## src/rtl/uart_pkg.sv

```systemverilog
// rtl/uart_pkg.sv - shared UART types, constants and bit-timing helper
//
// Contents:
//   tx_state_t      transmitter FSM state encoding (logic [2:0])
//   UART_DATA_BITS  data bits per frame
//   cycles_per_bit  clock cycles per line bit, shared with the receiver
package uart_pkg;

    typedef enum logic [2:0] {
        IDLE   = 3'd0,
        START  = 3'd1,
        DATA   = 3'd2,
        STOP   = 3'd3,
        PARITY = 3'd4
    } tx_state_t;

    localparam int UART_DATA_BITS = 8;

    // Truncating division: the small baud error this introduces is absorbed
    // by the receiver's mid-bit sampling.
    function automatic int cycles_per_bit(input int clk_freq, input int baud_rate);
        return clk_freq / baud_rate;
    endfunction

endpackage

```

## src/rtl/uart_tx_fifo.sv

```systemverilog
// rtl/uart_tx_fifo.sv - synchronous FIFO buffering bytes ahead of the transmitter
//
// Ports:
//   clk_in     main clock
//   reset_in   asynchronous active-low reset; empties the FIFO
//   push_in    write data_in (ignored when full)
//   data_in    write data
//   pop_in     drop the head entry (ignored when empty)
//   data_out   head entry, valid while !empty_out
//   full_out   DEPTH entries stored
//   empty_out  no entries stored
//   count_out  number of entries stored
module uart_tx_fifo #(
    parameter int WIDTH = 8,
    parameter int DEPTH = 4
) (
    input  logic                     clk_in,
    input  logic                     reset_in,
    input  logic                     push_in,
    input  logic [WIDTH-1:0]         data_in,
    input  logic                     pop_in,
    output logic [WIDTH-1:0]         data_out,
    output logic                     full_out,
    output logic                     empty_out,
    output logic [$clog2(DEPTH):0]   count_out
);

    localparam int AW = $clog2(DEPTH);

    // One extra pointer bit: equal low bits with differing MSBs means full.
    logic [AW:0]      wr_ptr_q, wr_ptr_d;
    logic [AW:0]      rd_ptr_q, rd_ptr_d;
    logic [WIDTH-1:0] mem_q [DEPTH];
    logic             push_ok;
    logic             pop_ok;

    assign full_out  = (wr_ptr_q[AW] != rd_ptr_q[AW]) &&
                       (wr_ptr_q[AW-1:0] == rd_ptr_q[AW-1:0]);
    assign empty_out = (wr_ptr_q == rd_ptr_q);
    assign count_out = wr_ptr_q - rd_ptr_q;
    assign data_out  = mem_q[rd_ptr_q[AW-1:0]];

    always_comb begin
        push_ok  = push_in && !full_out;
        pop_ok   = pop_in && !empty_out;
        wr_ptr_d = wr_ptr_q;
        rd_ptr_d = rd_ptr_q;
        if (push_ok) begin
            wr_ptr_d = wr_ptr_q + 1'b1;
        end
        if (pop_ok) begin
            rd_ptr_d = rd_ptr_q + 1'b1;
        end
    end

    always_ff @(posedge clk_in or negedge reset_in) begin
        if (!reset_in) begin
            wr_ptr_q <= '0;
            rd_ptr_q <= '0;
        end else begin
            wr_ptr_q <= wr_ptr_d;
            rd_ptr_q <= rd_ptr_d;
        end
    end

    // Storage needs no reset: entries are only read after being written.
    always_ff @(posedge clk_in) begin
        if (push_ok) begin
            mem_q[wr_ptr_q[AW-1:0]] <= data_in;
        end
    end

endmodule

```

## src/rtl/uart_tx.sv

```systemverilog
// rtl/uart_tx.sv - UART transmitter: byte FIFO plus 8N1 bit-timing FSM
//
// Optional feature macro: UART_TX_PARITY_EN (adds an even-parity bit, 8E1).
//
// Ports:
//   clk_in        main clock
//   reset_in      asynchronous active-low reset
//   tx_data_in    byte to send
//   tx_valid_in   tx_data_in is valid this cycle
//   tx_ready_out  FIFO can accept a byte
//   tx_busy_out   FIFO non-empty or frame in progress (registered)
//   uart_tx_out   serial line, idles high (registered)
module uart_tx
    import uart_pkg::*;
#(
    parameter int CLK_FREQ   = 25000000,
    parameter int BAUD_RATE  = 115200,
    parameter int FIFO_DEPTH = 4
) (
    input  logic       clk_in,
    input  logic       reset_in,
    input  logic [7:0] tx_data_in,
    input  logic       tx_valid_in,
    output logic       tx_ready_out,
    output logic       tx_busy_out,
    output logic       uart_tx_out
);

    localparam int CPB   = cycles_per_bit(CLK_FREQ, BAUD_RATE);
    localparam int CNT_W = (CPB > 1) ? $clog2(CPB) : 1;
    localparam int AW    = $clog2(FIFO_DEPTH);

    tx_state_t                     state_q, state_d;
    logic [CNT_W-1:0]              cnt_q, cnt_d;
    logic [2:0]                    bit_idx_q, bit_idx_d;
    logic [UART_DATA_BITS-1:0]     shift_q, shift_d;
    logic                          tx_q, tx_d;
    logic                          busy_q, busy_d;

    logic                          fifo_push;
    logic                          fifo_pop;
    logic [UART_DATA_BITS-1:0]     fifo_dout;
    logic                          fifo_full;
    logic                          fifo_empty;
    logic [AW:0]                   fifo_count;
    logic [AW:0]                   count_next;
    logic                          bit_end;

    assign fifo_push = tx_valid_in && !fifo_full;

    uart_tx_fifo #(
        .WIDTH (UART_DATA_BITS),
        .DEPTH (FIFO_DEPTH)
    ) u_fifo (
        .clk_in    (clk_in),
        .reset_in  (reset_in),
        .push_in   (fifo_push),
        .data_in   (tx_data_in),
        .pop_in    (fifo_pop),
        .data_out  (fifo_dout),
        .full_out  (fifo_full),
        .empty_out (fifo_empty),
        .count_out (fifo_count)
    );

    always_comb begin
        state_d   = state_q;
        cnt_d     = cnt_q;
        bit_idx_d = bit_idx_q;
        shift_d   = shift_q;
        tx_d      = tx_q;
        fifo_pop  = 1'b0;
        bit_end   = (cnt_q == CNT_W'(CPB - 1));

        case (state_q)
            IDLE: begin
                tx_d = 1'b1;
                if (!fifo_empty) begin
                    fifo_pop = 1'b1;
                    shift_d  = fifo_dout;
                    tx_d     = 1'b0;
                    cnt_d    = '0;
                    state_d  = START;
                end
            end
            START: begin
                if (bit_end) begin
                    cnt_d     = '0;
                    bit_idx_d = 3'd0;
                    tx_d      = shift_q[0];
                    state_d   = DATA;
                end else begin
                    cnt_d = cnt_q + 1'b1;
                end
            end
            DATA: begin
                if (bit_end) begin
                    cnt_d = '0;
                    if (bit_idx_q == 3'd7) begin
`ifdef UART_TX_PARITY_EN
                        tx_d    = ^shift_q;
                        state_d = PARITY;
`else
                        tx_d    = 1'b1;
                        state_d = STOP;
`endif
                    end else begin
                        bit_idx_d = bit_idx_q + 3'd1;
                        tx_d      = shift_q[bit_idx_q + 3'd1];
                    end
                end else begin
                    cnt_d = cnt_q + 1'b1;
                end
            end
`ifdef UART_TX_PARITY_EN
            PARITY: begin
                if (bit_end) begin
                    cnt_d   = '0;
                    tx_d    = 1'b1;
                    state_d = STOP;
                end else begin
                    cnt_d = cnt_q + 1'b1;
                end
            end
`endif
            STOP: begin
                if (bit_end) begin
                    cnt_d = '0;
                    // Chain straight into the next start bit so queued bytes
                    // go out back-to-back with no idle cycle.
                    if (!fifo_empty) begin
                        fifo_pop = 1'b1;
                        shift_d  = fifo_dout;
                        tx_d     = 1'b0;
                        state_d  = START;
                    end else begin
                        tx_d    = 1'b1;
                        state_d = IDLE;
                    end
                end else begin
                    cnt_d = cnt_q + 1'b1;
                end
            end
            default: begin
                tx_d    = 1'b1;
                cnt_d   = '0;
                state_d = IDLE;
            end
        endcase

        // Busy is registered, so it looks ahead at the post-edge occupancy.
        count_next = fifo_count + (AW+1)'(fifo_push) - (AW+1)'(fifo_pop);
        busy_d     = (state_d != IDLE) || (count_next != '0);
    end

    always_ff @(posedge clk_in or negedge reset_in) begin
        if (!reset_in) begin
            state_q   <= IDLE;
            cnt_q     <= '0;
            bit_idx_q <= 3'd0;
            shift_q   <= '0;
            tx_q      <= 1'b1;
            busy_q    <= 1'b0;
        end else begin
            state_q   <= state_d;
            cnt_q     <= cnt_d;
            bit_idx_q <= bit_idx_d;
            shift_q   <= shift_d;
            tx_q      <= tx_d;
            busy_q    <= busy_d;
        end
    end

    assign tx_ready_out = !fifo_full;
    assign tx_busy_out  = busy_q;
    assign uart_tx_out  = tx_q;

endmodule

```

## config.mk

```make
export PLATFORM = sky130hd
export DESIGN_NAME = uart_tx
export DESIGN_NICKNAME = d
export VERILOG_FILES = /design/src/rtl/uart_pkg.sv /design/src/rtl/uart_tx_fifo.sv /design/src/rtl/uart_tx.sv
export SDC_FILE = /design/constraint.sdc
export NUM_CORES = 1
export LEC_CHECK = 0
export CAP_MARGIN = 0
export CORE_MARGIN = 2
export CORE_UTILIZATION = 60
export DETAILED_ROUTE_END_ITERATION = 10
export PLACE_DENSITY_LB_ADDON = 0.15
export SYNTH_ARGS = -nofsm -noshare
export SYNTH_HDL_FRONTEND = slang
export SYNTH_SLANG_ARGS = --single-unit
```

## constraint.sdc

```tcl
create_clock -name clk_in -period 6.4 [get_ports clk_in]
set_clock_uncertainty 0.05 [all_clocks]
set_input_delay 0.64 -clock clk_in [delete_from_list [all_inputs] [get_ports clk_in]]
set_output_delay 0.64 -clock clk_in [all_outputs]
set_load 0.02 [all_outputs]
```

==> metrics.md, run 1 <==
| Metric | Value |
|---|---|
| Crit. End Element | `register` |
| Relative slew slack | `47.73%` |
| Fin. max-slew vios | `0` |
| Setup violations, final | `0` |
| Gate power share | `35.4%` |
| Min cycle time layout | `3.813 ns` |
| Top cells by count, synth | `edfxtp_1 (32), dfrtp_1 (29), inv_1 (12), ha_1 (11), nand2_1 (11)` |
| FP Rows | `25` |
| Outcome | `finished clean` |
| FMAX | `approximately 0.26 GHz` |
| Clock Power Share | `20.8%` |
| Critical path launch point type | `register` |
| Power per cell area | `434.1 nW/µm²` |
| Routed WL | `4.877 mm` |
| Vias in the first global route | `1,705` |
| Detailed Routing Iterations Pass 1 | `4` |
| Crit path DAT | `3.94 ns` |
| WHS | `0.4528 ns` |
| Largest cells by area after synthesis | `edfxtp_1 (32%), dfrtp_1 (24%), mux4_2 (7.5%)` |
| Vias | `1,660` |
| Post-CTS Setup Inserts | `0` |
| Share of the synthesized area in the top cell type | `31.85%` |
| Main synth FF type | `edfxtp_1` |
| Fraction of layout cells with a size suffix above 1 | `21.24%` |
| Post-Syn Area per Cell | `14.79 µm²` |
| Hold Path Class | `reg2reg` |
| Final core occ | `68.89%` |
| Wire length per cell | `16.65 µm` |
| DRC Markers | `0` |
| Worst slew pin tran | `0.7794 ns` |
| CTS Buf Count | `9` |
| FF+latch count, synth | `62` |
| Int Pwr | `between 0.9 and 1 mW` |
| Cell accounting for the most synthesized area | `edfxtp_1` |
| Post-synth ARST share | `approximately 48%` |
| EDFF count, synth | `32` |
| Leakage power | `around 1.3 nW` |
| Die height | `74.91 µm` |
| Critical path type | `reg2reg` |
| CTS tree | `done` |
| First-pass GRT wire length | `8.321 mm` |
| Post-route ant nets | `0` |
| Diodes inserted | `0` |
| PortBufs | `13` |
| Cts-stage hold buffer count | `0` |
| Worst-case clock buffer depth | `2` |
| Clock root cell | `clkbuf_8` |
| Remaining Overflow, GRT | `0` |
| GRT Total Usage | `20.89%` |
| Initial antenna violation count | `0` |
| Vias per cell | `5.666` |
| CP required | `6.53 ns` |
| Final period util | `about three fifths` |
| Crit Path Max Fanout | `13` |
| Synthesized net count | `about 230` |
| Largest net degree at the start of global routing | `31` |
| Synthesized area | `~3000 µm²` |
| Sw power | `0.4921 mW` |
| H-tree depth | `3` |
| Setup Total Neg Slack | `0 ns` |
| Seq pwr share | `43.8%` |
| Register area share after synthesis | `a little under three fifths` |
| Unrepaired setup endpoints after global routing | `false` |
| Max cap viols | `0` |
| Post_cts resized | `0` |
| Chip width | `74.91 µm` |
| Clock transition at path regs | `0.07 ns` |
| Count of final hold-check violations | `0` |
| Nets | `around 250` |
| Switching Share | `34.38%` |
| Synth warn | `0` |
| Die area | `5611 µm²` |
| Core area | `around 4800 µm²` |
| Area delta synth->final | `9.291%` |
| Ports | `14` |
| GPL Wtd Cong | `0.8304` |
| Initial Utilization | `63.03%` |
| Iter 0 DRT Violations | `93` |
| Clock Sinks | `62` |
| Count leader, synth | `edfxtp_1` |
| Placed wire-length estimate | `between 3 and 4 mm` |
| Netlist cell types | `between 40 and 50` |
| Clock latency on the worst-skew pair | `0.34 ns` |
| Fill count | `359` |
| Synth Instances | `204` |
| VDD IR max | `259.0 µV` |
## cell usage in the layout (no fill, tap or decap), types with 2 or more instances in the layout
master           instances
mux2i_1                  3
mux2_2                   4
a22o_1                   3
nor3_1                   3
mux2_4                   6
xor2_1                   4
inv_1                   12
clkdlybuf4s50_1         13
clkinvlp_4               3
nand3_1                  5
nor2_1                   5
a21oi_1                  4
and2_1                   4
mux4_2                  10
clkinv_2                 2
dfrtp_1                 29
nor2b_1                  2
ha_1                    11
o21ai_0                  7
nand2_1                 11
and3_2                   3
xnor2_1                  9
o2111ai_1                2
clkbuf_8                 9
a31oi_1                  3
edfxtp_1                32
fa_1                     2
or3_1                    2
nor4_1                   2
## power groups by stage
stage / Combinational [mW] / Sequential [mW] / Clock, mW
6_report: 0.506 / 0.628 / 0.298
5_1_grt: 0.566 / 0.645 / 0.325
4_1_cts: 0.516 / 0.631 / 0.305
3_5_place_dp: 0.515 / 0.638 / 0
3_3_place_gp: 0.485 / 0.631 / 0
2_1_floorplan: 0.477 / 0.589 / 0
## metrics by stage
stage,instance area (µm²),power (mW),instances,worst slack (ns)
after global routing,3297,1.537,293,2.182
final,3297,1.431,293,2.587
after CTS,3297,1.452,293,2.521
after global placement,3123,1.116,277,2.757
after floorplan,3017,1.065,204,3.160
after detailed placement,3123,1.153,277,2.530
## critical path: stages, from the launching register on
cell       delay, ns
dfrtp_1         0.79
xor2_1          0.26
nor3_2          0.28
or3_1           0.58
fa_1            0.29
inv_1           0.06
fa_1            0.53
inv_1           0.05
ha_1            0.20
xnor2_1         0.13
xnor2_1         0.12
nor3_1          0.17
o2111ai_1       0.14
## final timing paths
path                       cells past startpoint          end  slack [ns]          startpoint
max                                           12  tx_busy_out        2.59  u_fifo.rd_ptr_q[0]
min                                            2  uart_tx_out        0.45         uart_tx_out
max reg2reg                                   12  tx_busy_out        2.59  u_fifo.rd_ptr_q[0]
min reg2reg                                    2  uart_tx_out        0.45         uart_tx_out
max in group asynchronous                      2  uart_tx_out        5.35            reset_in
min in group asynchronous                      2     cnt_q[4]        0.63            reset_in
## cell type report
| cell class | instances | area (µm²) | area share, % |
|---|---|---|---|
| well taps | 67 | 83.83 | 2.543 |
| repair buffers | 14 | 137.6 | 4.175 |
| flip-flops and latches | 62 | 1713 | 51.95 |
| clock inverters | 7 | 50.05 | 1.518 |
| clock buffers | 9 | 123.9 | 3.757 |
| inverters | 12 | 45.04 | 1.366 |
| multi-input cells | 122 | 1144 | 34.69 |
## sequential cells by signal, indices dropped and copies added, names as in the netlist
| register | flops |
|---|---|
| bit_idx_q | 3 |
| cnt_q | 8 |
| shift_q | 8 |
| state_q | 3 |
| tx_busy_out | 1 |
| u_fifo.mem_q | 32 |
| u_fifo.rd_ptr_q | 3 |
| u_fifo.wr_ptr_q | 3 |
| uart_tx_out | 1 |
## metal layers
metal | GRT usage [%] | share of wire [%]
met1 | 26.61 | 42
met2 | 34.50 | 52
met3 | 6.024 | 4.7
met4 | 7.341 | 1.3
met5 | 0 | 0
## cells by family (layout without fill, tap and decap cells)
family | after synthesis | count (layout) | share of synthesized area [%]
flip-flops | 62 | 62 | 56.78
AND/OR/NAND/NOR | 46 | 46 | 9.083
AO/OA/AOI/OAI | 25 | 25 | 5.558
multiplexers | 23 | 23 | 12.94
buffers and inverters | 20 | 42 | 5.309
XOR/XNOR | 14 | 14 | 4.314
adder cells (fa/ha/maj) | 13 | 13 | 5.890
other | 1 | 1 | 0.1243
No activity file was read; power rests on OpenSTA's default activity.
==> inputs of run 2 (changes only) <==
--- a/config.mk
+++ b/config.mk
@@ -7,7 +7,7 @@
 export LEC_CHECK = 0
 export CAP_MARGIN = 0
 export CORE_MARGIN = 2
-export CORE_UTILIZATION = 60
+export CORE_UTILIZATION = 54
 export DETAILED_ROUTE_END_ITERATION = 10
 export PLACE_DENSITY_LB_ADDON = 0.15
 export SYNTH_ARGS = -nofsm -noshare
==> constraint.sdc (replaced) <==
create_clock -name clk_in -period 3.25 [get_ports clk_in]
set_clock_uncertainty 0.05 [all_clocks]
set_input_delay 0.325 -clock clk_in [delete_from_list [all_inputs] [get_ports clk_in]]
set_output_delay 0.325 -clock clk_in [all_outputs]
set_load 0.02 [all_outputs]
==> metrics.md, run 2 (synthesis results as in run 1) <==
| Metric | Value |
|---|---|
| Outcome | `finished clean` |
| Max reg flops | `32` |
| Core area | `5439 µm²` |
| Post-route ant nets | `0` |
| Register area | `1713 µm²` |
| Cts-stage hold buffer count | `0` |
| Relative slew slack | `43.59%` |
| Total power | `3.122 mW` |
| Clock Sinks | `62` |
| Fin. max-slew vios | `0` |
| First-pass GRT wire length | `~8.5 mm` |
| Clock transition at path regs | `0.07 ns` |
| Placed wire-length estimate | `3.554 mm` |
| Max cap viols | `0` |
| FP Rows | `27` |
| Detailed Routing Iterations Pass 1 | `4` |
| Clock Power Share | `23.7%` |
| Place WS | `0.1949 ns` |
| Setup Total Neg Slack | `0 ns` |
| H-tree depth | `3` |
| CP startpoint | `cnt_q[0]` |
| Min cycle time layout | `3.098 ns` |
| Final core occ | `63.35%` |
| Initial Utilization | `55.46%` |
| Area delta synth->final | `14.23%` |
| Setup violations, final | `0` |
| Vias in the first global route | `1,712` |
| GPL Wtd Cong | `between 0.8 and 0.9` |
| PortBufs | `13` |
| Worst slew pin tran | `about 0.84 ns` |
| Worst R2R Setup Slack | `0.15 ns` |
| Iter 0 DRT Violations | `67` |
| Ports | `14` |
| Gate power share | `38.8%` |
| Hold Path Class | `in2async` |
| Final setup margin | `0.1520 ns` |
| Initial antenna violation count | `0` |
| Final Non-Filler Cells | `roughly 310` |
| Switching Share | `32.53%` |
| Crit Path Max Fanout | `6` |
| Chip width | `roughly 79 µm` |
| Crit path to | `tx_busy_out` |
| Critical path type | `reg2reg` |
| Critical path launch point type | `register` |
| Worst-case clock buffer depth | `2` |
| Clock root cell | `clkbuf_8` |
| GRT Total Usage | `between 10% and 20%` |
| R2R Path End | `tx_busy_out` |
| DRC Markers | `0` |
| Commonest cells after routing, fill and taps aside | `edfxtp_1 (32), dfrtp_1 (29), clkdlybuf4s50_1 (13), inv_1 (12)` |
| Remaining Overflow, GRT | `0` |
| Leakage power | `1.353 nW` |
| Clock latency on the worst-skew pair | `0.33 ns` |
| Largest net degree at the start of global routing | `31` |
| Reg2reg path depth | `14` |
| VDD IR max | `516.8 µV` |
| Fill count | `421` |
| Placed insts | `290` |
| Die height | `78.74 µm` |
| Wire length per cell | `16.48 µm` |
| Area occupied by multi-input gates | `1164 µm²` |
| Int Pwr | `between 2 and 2.5 mW` |
| Sw power | `1.015 mW` |
| Fraction of layout cells with a size suffix above 1 | `between 20% and 30%` |
| Crit. End Element | `register` |
| Diodes inserted | `0` |
| FMAX | `0.3228 GHz` |
| Final period util | `95.32%` |
| Count of final hold-check violations | `0` |
| Routed WL | `approximately 5.1 mm` |
| Worst r2r src | `cnt_q[0]` |
| Power per cell area | `approximately 910 nW/µm²` |
| Most common cell after layout, fill and taps aside | `edfxtp_1` |
| Die area | `6200 µm²` |
| Crit path DAT | `3.23 ns` |
| Vias per cell | `5.429` |
| CTS tree | `done` |
| Vias | `1,672` |
| Seq pwr share | `37.5%` |
| CP required | `3.38 ns` |
| CTS Buf Count | `9` |
| Nets | `~260` |
## run 2: critical path, cell delays in order, from the launching register on
cell       delay, ns
dfrtp_1         0.43
inv_1           0.08
ha_1            0.13
and4bb_1        0.23
a31oi_1         0.11
or3_4           0.39
fa_1            0.36
inv_1           0.08
fa_1            0.38
inv_1           0.07
ha_2            0.20
xnor2_2         0.12
xnor2_1         0.10
nor3_2          0.11
o2111ai_1       0.12
## run 2: layout make-up
cell class / count / share of cell area [%]
repair buffers: 24 / 6.173
multi-input cells: 122 / 33.77
clock inverters: 7 / 2.832
flip-flops and latches: 62 / 49.71
well taps: 72 / 2.614
inverters: 12 / 1.307
clock buffers: 9 / 3.595
## run 2: repair_timing
action	in CTS	in global routing
endpoints found under the setup margin	0	1
buffers inserted	0	2
resized for setup	0	4
## run 2: power by group through the flow
stage                     Clock (mW)  Sequential, mW  Combinational [mW]
after floorplan                    0            1.16               0.939
after global placement             0            1.17                1.11
after detailed placement           0            1.19                1.15
after CTS                      0.760            1.17                1.15
after global routing           0.794            1.20                1.35
final                          0.741            1.17                1.21
## run 2: per-layer routing
layer / vias to the layer above / track usage (%) / share of wire [%]
li1: 808 / - / -
met1: 822 / 22.88 / 43
met2: 33 / 31.79 / 52
met3: 9 / 3.750 / 2.9
met4: 0 / 9.123 / 1.9
met5: - / 0 / 0
## run 2: worst min path at each step
stage	end	slack, ns	start
2_1_floorplan	bit_idx_q[0]	-0.02	reset_in
4_1_cts	cnt_q[3]	0.34	reset_in
5_1_grt	cnt_q[5]	0.36	reset_in
3_3_place_gp	shift_q[5]	0.44	shift_q[5]
3_5_place_dp	uart_tx_out	0.45	uart_tx_out
6_report	cnt_q[3]	0.33	reset_in
## run 2: through the flow
stage / hold slack [ns] / cell area (µm²)
5_1_grt: 0.3606 / 3446
6_report: 0.3291 / 3446
3_5_place_dp: 0.4453 / 3189
4_1_cts: 0.3366 / 3411
2_1_floorplan: -0.02059 / 3017
3_3_place_gp: 0.4412 / 3189
